<file path="config.mk">
export PLATFORM = sky130hd
export DESIGN_NAME = inst_fetch_queue
export DESIGN_NICKNAME = d
export VERILOG_FILES = /design/src/rtl/inst_fetch_queue.sv
export SDC_FILE = /design/constraint.sdc
export NUM_CORES = 1
export LEC_CHECK = 0
export BUFFER_PORTS_ARGS = -buffer_cell sky130_fd_sc_hd__clkbuf_2
export CORE_AREA = 2 2 98 119
export CTS_CLUSTER_DIAMETER = 120
export CTS_CLUSTER_SIZE = 25
export DETAILED_ROUTE_END_ITERATION = 7
export DIE_AREA = 0 0 100 121
export MAX_ROUTING_LAYER = met4
export PLACE_DENSITY = 0.8
export SLEW_MARGIN = 40
export SYNTH_ARGS = -nofsm -noshare
export SYNTH_HDL_FRONTEND = slang
export SYNTH_SLANG_ARGS = --single-unit
</file>
<file path="constraint.sdc">
create_clock -name i_clk -period 7.35 [get_ports i_clk]
set_input_delay 0.3675 -clock i_clk [delete_from_list [all_inputs] [get_ports i_clk]]
set_output_delay 0.3675 -clock i_clk [all_outputs]
set_load 0.02 [all_outputs]
</file>
<file path="src/rtl/inst_fetch_queue.sv">
// inst_fetch_queue
// Instruction prefetch queue sitting between a 64-word instruction memory and
// the IF_ID register. It issues in-order fetches and tolerates variable memory
// latency. Each returned instruction is buffered with its PC and handed to decode
// over valid/ready. A branch redirect empties the queue and restarts fetching at
// the target. Responses that were already in flight at the redirect are counted
// down and thrown away.
//
// Optional feature macro: IFQ_STATS_EN (adds flush/starve statistics counters).
//
// Ports
//   i_clk, i_clear                 clock, asynchronous active-low reset
//   o_imem_req, o_imem_addr        fetch request and its address (= fetch PC)
//   i_imem_gnt                     memory accepts the request this cycle
//   i_imem_rvalid, i_imem_rdata    in-order fetch response
//   i_redirect, i_redirect_pc      taken branch from MEM: flush and refetch
//   o_out_valid, i_out_ready       head-of-queue handshake towards decode
//   o_out_inst, o_out_pc           head instruction and its address
//   o_stat_flush_cnt               redirect count (IFQ_STATS_EN only)
//   o_stat_starve_cnt              starved RUN cycles (IFQ_STATS_EN only)

// Simulation-only check: a response must always match an outstanding fetch.
module inst_fetch_queue_chk #(
  parameter int CW = 3
) (
  input logic          i_clk,
  input logic          i_clear,
  input logic          i_rvalid,
  input logic [CW-1:0] i_outstanding
);
  // Flag a response that arrives with no fetch outstanding
  always @(posedge i_clk) begin
    if (i_clear && i_rvalid) begin
      assert (i_outstanding != {CW{1'b0}})
        else $error("inst_fetch_queue: response with no fetch outstanding");
    end
  end
endmodule

module inst_fetch_queue #(
  parameter int DEPTH    = 4,
  parameter int AW       = 6,
  parameter int IW       = 16,
  parameter int RESET_PC = 0
) (
  input  logic          i_clk,
  input  logic          i_clear,
  output logic          o_imem_req,
  output logic [AW-1:0] o_imem_addr,
  input  logic          i_imem_gnt,
  input  logic          i_imem_rvalid,
  input  logic [IW-1:0] i_imem_rdata,
  input  logic          i_redirect,
  input  logic [AW-1:0] i_redirect_pc,
  output logic          o_out_valid,
  input  logic          i_out_ready,
  output logic [IW-1:0] o_out_inst,
  output logic [AW-1:0] o_out_pc
`ifdef IFQ_STATS_EN
  ,
  output logic [15:0]   o_stat_flush_cnt,
  output logic [15:0]   o_stat_starve_cnt
`endif
);
  localparam int PW = $clog2(DEPTH);
  localparam int CW = PW + 1;
  localparam logic [AW-1:0] RST_PC   = AW'(RESET_PC);
  localparam logic [AW-1:0] PC_ONE   = {{(AW-1){1'b0}}, 1'b1};
  localparam logic [PW-1:0] PTR_ZERO = {PW{1'b0}};
  localparam logic [PW-1:0] PTR_ONE  = {{(PW-1){1'b0}}, 1'b1};
  localparam logic [CW-1:0] CNT_ZERO = {CW{1'b0}};
  localparam logic [CW-1:0] CNT_ONE  = {{(CW-1){1'b0}}, 1'b1};
  localparam logic [CW:0]   DEPTH_C  = (CW+1)'(DEPTH);

  typedef enum logic [1:0] {
    S_IDLE  = 2'd0,
    S_RUN   = 2'd1,
    S_FLUSH = 2'd2
  } state_t;

  state_t        r_state, w_state_nxt;
  logic [AW-1:0] r_fetch_pc, r_resp_pc;
  logic [CW-1:0] r_count, r_outstanding, r_discard;
  logic [CW-1:0] w_count_nxt, w_outstanding_nxt, w_discard_nxt;
  logic [PW-1:0] r_head, r_tail;
  logic [IW-1:0] r_inst [DEPTH];
  logic [AW-1:0] r_pc   [DEPTH];
  logic [CW:0]   w_credit;
  logic          w_req, w_grant, w_resp, w_push, w_pop;

  // Request credit, handshakes and queue/in-flight counter updates
  always_comb begin
    // Queued plus in-flight never exceeds DEPTH, so a response always finds room.
    w_credit          = {1'b0, r_count} + {1'b0, r_outstanding};
    w_req             = (r_state == S_RUN) && !i_redirect && (w_credit < DEPTH_C);
    w_grant           = w_req && i_imem_gnt;
    w_resp            = i_imem_rvalid && (r_outstanding != CNT_ZERO);
    w_outstanding_nxt = r_outstanding + {{(CW-1){1'b0}}, w_grant}
                                      - {{(CW-1){1'b0}}, w_resp};
    w_push            = w_resp && (r_state == S_RUN) && !i_redirect;
    w_pop             = (r_count != CNT_ZERO) && i_out_ready && !i_redirect;
    if (i_redirect) begin
      w_count_nxt = CNT_ZERO;
    end else begin
      w_count_nxt = r_count + {{(CW-1){1'b0}}, w_push} - {{(CW-1){1'b0}}, w_pop};
    end
  end

  // Next-state and discard-count logic; redirect overrides every state
  always_comb begin
    w_state_nxt   = r_state;
    w_discard_nxt = r_discard;
    if (i_redirect) begin
      // Every fetch still in flight after this cycle belongs to the old path.
      w_discard_nxt = w_outstanding_nxt;
      if (w_outstanding_nxt != CNT_ZERO) begin
        w_state_nxt = S_FLUSH;
      end else begin
        w_state_nxt = S_RUN;
      end
    end else begin
      case (r_state)
        S_IDLE:  w_state_nxt = S_RUN;
        S_RUN:   w_state_nxt = S_RUN;
        S_FLUSH: begin
          if (w_resp) begin
            w_discard_nxt = r_discard - CNT_ONE;
          end else begin
            w_discard_nxt = r_discard;
          end
          if (w_discard_nxt == CNT_ZERO) begin
            w_state_nxt = S_RUN;
          end else begin
            w_state_nxt = S_FLUSH;
          end
        end
        default: begin
          w_state_nxt   = S_IDLE;
          w_discard_nxt = CNT_ZERO;
        end
      endcase
    end
  end

  // FSM state register
  always_ff @(posedge i_clk or negedge i_clear) begin
    if (!i_clear) begin
      r_state <= S_IDLE;
    end else begin
      r_state <= w_state_nxt;
    end
  end

  // PCs, counters and queue storage
  always_ff @(posedge i_clk or negedge i_clear) begin
    if (!i_clear) begin
      r_fetch_pc    <= RST_PC;
      r_resp_pc     <= RST_PC;
      r_count       <= CNT_ZERO;
      r_outstanding <= CNT_ZERO;
      r_discard     <= CNT_ZERO;
      r_head        <= PTR_ZERO;
      r_tail        <= PTR_ZERO;
      for (int i = 0; i < DEPTH; i++) begin
        r_inst[i] <= {IW{1'b0}};
        r_pc[i]   <= {AW{1'b0}};
      end
    end else begin
      r_count       <= w_count_nxt;
      r_outstanding <= w_outstanding_nxt;
      r_discard     <= w_discard_nxt;
      if (i_redirect) begin
        r_fetch_pc <= i_redirect_pc;
        r_resp_pc  <= i_redirect_pc;
        r_head     <= PTR_ZERO;
        r_tail     <= PTR_ZERO;
      end else begin
        if (w_grant) begin
          r_fetch_pc <= r_fetch_pc + PC_ONE;
        end
        if (w_push) begin
          r_inst[r_tail] <= i_imem_rdata;
          r_pc[r_tail]   <= r_resp_pc;
          r_tail         <= r_tail + PTR_ONE;
          r_resp_pc      <= r_resp_pc + PC_ONE;
        end
        if (w_pop) begin
          r_head <= r_head + PTR_ONE;
        end
      end
    end
  end

  assign o_imem_req  = w_req;
  assign o_imem_addr = r_fetch_pc;
  assign o_out_valid = (r_count != CNT_ZERO);
  assign o_out_inst  = r_inst[r_head];
  assign o_out_pc    = r_pc[r_head];

`ifdef IFQ_STATS_EN
  logic [15:0] r_flush_cnt, r_starve_cnt;

  // Saturating redirect and decode-starvation counters
  always_ff @(posedge i_clk or negedge i_clear) begin
    if (!i_clear) begin
      r_flush_cnt  <= 16'h0000;
      r_starve_cnt <= 16'h0000;
    end else begin
      if (i_redirect && (r_flush_cnt != 16'hFFFF)) begin
        r_flush_cnt <= r_flush_cnt + 16'h0001;
      end
      if ((r_state == S_RUN) && i_out_ready && (r_count == CNT_ZERO) &&
          (r_starve_cnt != 16'hFFFF)) begin
        r_starve_cnt <= r_starve_cnt + 16'h0001;
      end
    end
  end

  assign o_stat_flush_cnt  = r_flush_cnt;
  assign o_stat_starve_cnt = r_starve_cnt;
`endif

  inst_fetch_queue_chk #(.CW(CW)) u_chk (
    .i_clk         (i_clk),
    .i_clear       (i_clear),
    .i_rvalid      (i_imem_rvalid),
    .i_outstanding (r_outstanding)
  );
endmodule

</file>
==> key figures <==
Floorplan
  • # IOs: 58
  • Die area: 0.0121 mm^2
  • Core Box Area: 0.0109 mm^2
  • Row Count: 42
  • Initial Util: 48.9%
  • Die Ht: 121 um
  • Die Wd: 100 um

Timing
  • Final Skew: 0.00825 ns
  • Final Max Tran Viols: 0
  • Final hold vios: 0
  • Hold slack: 0.214 ns
  • Tcrit/Tclk final: 51.0%
  • Setup slack after layout: 3.60 ns
  • Slew headroom: 56.2%
  • RSZ-0062 raised after global routing: no
  • Worst-margin pin slew: 0.657 ns
  • Setup_tns: 0 ns
  • # setup viols final: 0
  • Post-layout min period: 3.75 ns
  • Fmax achieved: 267 MHz

Synth
  • Post-synthesis mux area share: 28.5%
  • Synth Area in Compound Gates: 4.02%
  • Flops & latches, synth: 115
  • Netlist area before placement: 0.00535 mm^2
  • Largest family of logic cells by synthesized area: multiplexers
  • Number of synthesized flops with an enable pin: 0
  • Yosys warning count: 0
  • Post-Syn Nets: 417
  • Distinct cell type count after synthesis: 40
  • Sequential share of the synthesized area: 53.8%
  • Mapped Avg Cell Area: 14.3 um^2
  • Leading register cell type out of synthesis: dfrtp_1
  • Post-Synthesis Cells: 374
  • Post-Synth Simple-Gate Area: 5.19%
  • Ys async rst share: 100%
  • XOR/XNOR Fraction of Synth Area: 2.13%
  • Post-Synth Adder-Cell Area: 3.79%

CTS
  • CTS Sinks: 115
  • Clock-pin transition on the worst setup and hold timing paths: 0.06 ns
  • H-tree levels: 4
  • Setup Fix Bufs, Post-CTS: 0
  • CTS tree: yes
  • CTS Buffer Depth: 2
  • Clock root buffer: clkbuf_16
  • Clk_lat worst skew: 0.41 ns
  • Total CTS buffers: 17

Finish
  • Register area: 0.00288 mm^2
  • Layout cells sized above 1: 47.1%
  • Commonest cells after routing, fill and taps aside: 114 x dfrtp_1, 88 x mux2_2, 56 x clkbuf_2, 22 x mux4_2, 17 x clkbuf_16
  • Multi-input gate area: 0.00236 mm^2
  • Nets@finish: 479
  • P&R area growth vs syn: 19.1%
  • Filler cells: 822
  • # diodes: 0
  • Most common cell after layout, fill and taps aside: dfrtp_1

Outcome
  • Status: finished clean

Worst setup path
  • Setup slack, reg-to-reg: 3.60 ns
  • Reg2Reg Launch Point: r_outstanding[2]
  • Cell depth of the worst flop-to-flop path: 12
  • Reg2reg end: r_state[0]
  • Element type at the critical path end: register
  • Setup Crit Path Kind: reg2reg
  • CP Max Fanout: 7
  • WP data arrival: 4.05 ns
  • Worst Path Required: 7.65 ns
  • Startpoint Class: register

Global routing
  • Initial antenna violation count: 0
  • Pin count of the biggest net entering global routing: 66
  • Tot GR Track Use: 19.9%
  • First-pass GRT wire length: 17700 um
  • Remaining Overflow, GRT: 0
  • Number of global-route vias before repair: 3565

Drt
  • Drt pass-1 iters: 5
  • Vias: 3237
  • Residual DRC: 0
  • Routed WL per cell: 18.4 um
  • Via density per instance: 5.58
  • DRT antenna net count: 0
  • Initial DRC count: 149
  • Final wirelength: 10700 um

Min path
  • Hold Path Stages: 3
  • Hold path start: i_redirect_pc[0]
  • Tightest Hold Check Type: in2reg
  • Hold EP: r_resp_pc[0]

Power and ir drop
  • Pwr Density: 386 mW/mm^2
  • Peak supply drop: 0.174 mV
  • Leak pwr: 3.08 nW
  • Tot Pwr: 2.46 mW

Flow run
  • Max-cap viol count: 0

Place
  • DP Wirelength: 6720 um
  • Pre-CTS setup slack: 3.51 ns
  • IO Port Bufs: 57
  • GPL Wtd Cong: 0.858
synth_stat cells, types with 2 or more instances:
| library cell | instances | area share [%] |
|---|---|---|
| o31ai_1 | 3 | 0.42 |
| mux4_2 | 22 | 9.3 |
| clkbuf_1 | 6 | 0.42 |
| inv_1 | 13 | 0.91 |
| a21boi_0 | 2 | 0.28 |
| clkinv_1 | 2 | 0.14 |
| and3_1 | 3 | 0.35 |
| a21o_1 | 3 | 0.42 |
| nor2b_1 | 2 | 0.23 |
| ha_1 | 13 | 3.0 |
| nor4_1 | 4 | 0.47 |
| a221o_1 | 2 | 0.37 |
| fa_1 | 2 | 0.75 |
| buf_1 | 3 | 0.21 |
| nor3_1 | 5 | 0.47 |
| mux2i_1 | 4 | 0.75 |
| buf_2 | 8 | 0.75 |
| nand2b_1 | 2 | 0.23 |
| o41ai_1 | 2 | 0.33 |
| xor2_1 | 4 | 0.66 |
| o21ai_0 | 7 | 0.66 |
| mux2_2 | 88 | 19 |
| a21oi_1 | 5 | 0.47 |
| o31a_1 | 2 | 0.33 |
| nor2_1 | 13 | 0.91 |
| dfrtp_1 | 115 | 54 |
| xnor2_1 | 9 | 1.5 |
| nand2_1 | 13 | 0.91 |
| nand3_1 | 6 | 0.56 |
layer usage:
layer,track usage [%],wire length [um]
met1,23.8,4560
met2,32.3,5430
met3,5.36,502
met4,7.96,184
met5,-,0
worst max-delay path, stage by stage, from the launching register on:
cell and delay (ns):
dfrtp_1 0.43, ha_1 0.31, or4_4 0.52, nor4b_4 0.46, inv_2 0.15, ha_1 0.31, inv_1 0.04, ha_1 0.19
fa_1 0.38, xnor2_1 0.15, xnor2_1 0.30, nor4_1 0.10, a211o_1 0.28
cell type report:
type                            count  share of cell area, %
Timing Repair Buffer               60                   4.97
Multi-Input combinational cell    226                   37.0
Inverter                           16                  0.943
Clock inverter                     12                   2.16
Clock buffer                       19                   7.11
Tap cell                          132                   2.59
Sequential cell                   115                   45.2
worst max path at each step:
stage	from	to	slack (ns)	cells past startpoint
global route	r_outstanding[2]	r_state[0]	3.44	12
detailed placement	i_redirect	r_state[0]	3.51	12
floorplan	r_count[2]	r_state[0]	3.98	12
CTS	r_outstanding[2]	r_state[0]	3.62	12
global placement	i_redirect	r_state[0]	3.60	12
finish	r_outstanding[2]	r_state[0]	3.60	12
through the flow:
stage | util [%] | cells | area (um^2)
floorplan | - | 374 | 5350
global placement | 52.5 | 548 | 5740
detailed placement | 52.7 | 548 | 5760
CTS | 58.2 | 580 | 6360
global route | 58.3 | 580 | 6370
finish | 58.3 | 580 | 6370
registers in the layout, indices dropped and copies added (netlist names), 3 cells and up:
register and flops:
r_resp_pc 6, r_inst 64, r_discard 3, r_pc 24
r_count 3, r_outstanding 3, o_imem_addr 6
where the power goes:
part,leakage [nW],switching (mW),total [mW],internal (mW)
clock network,0.298,0.278,0.820,0.542
logic,1.27,0.388,0.751,0.364
registers,1.51,0.108,0.890,0.782
cell families after synthesis:
family,Yosys count
xor+xnor,13
fa+ha+maj,15
flops,115
buf+inv,33
compound gates,31
mux,114
simple gates,53
repair_timing:
action	4_1_cts	5_1_grt
gates resized for setup	0	0
endpoints found under the hold margin	1	0
hold buffers	1	0
Note: power is estimated with default switching activity, not from simulation.
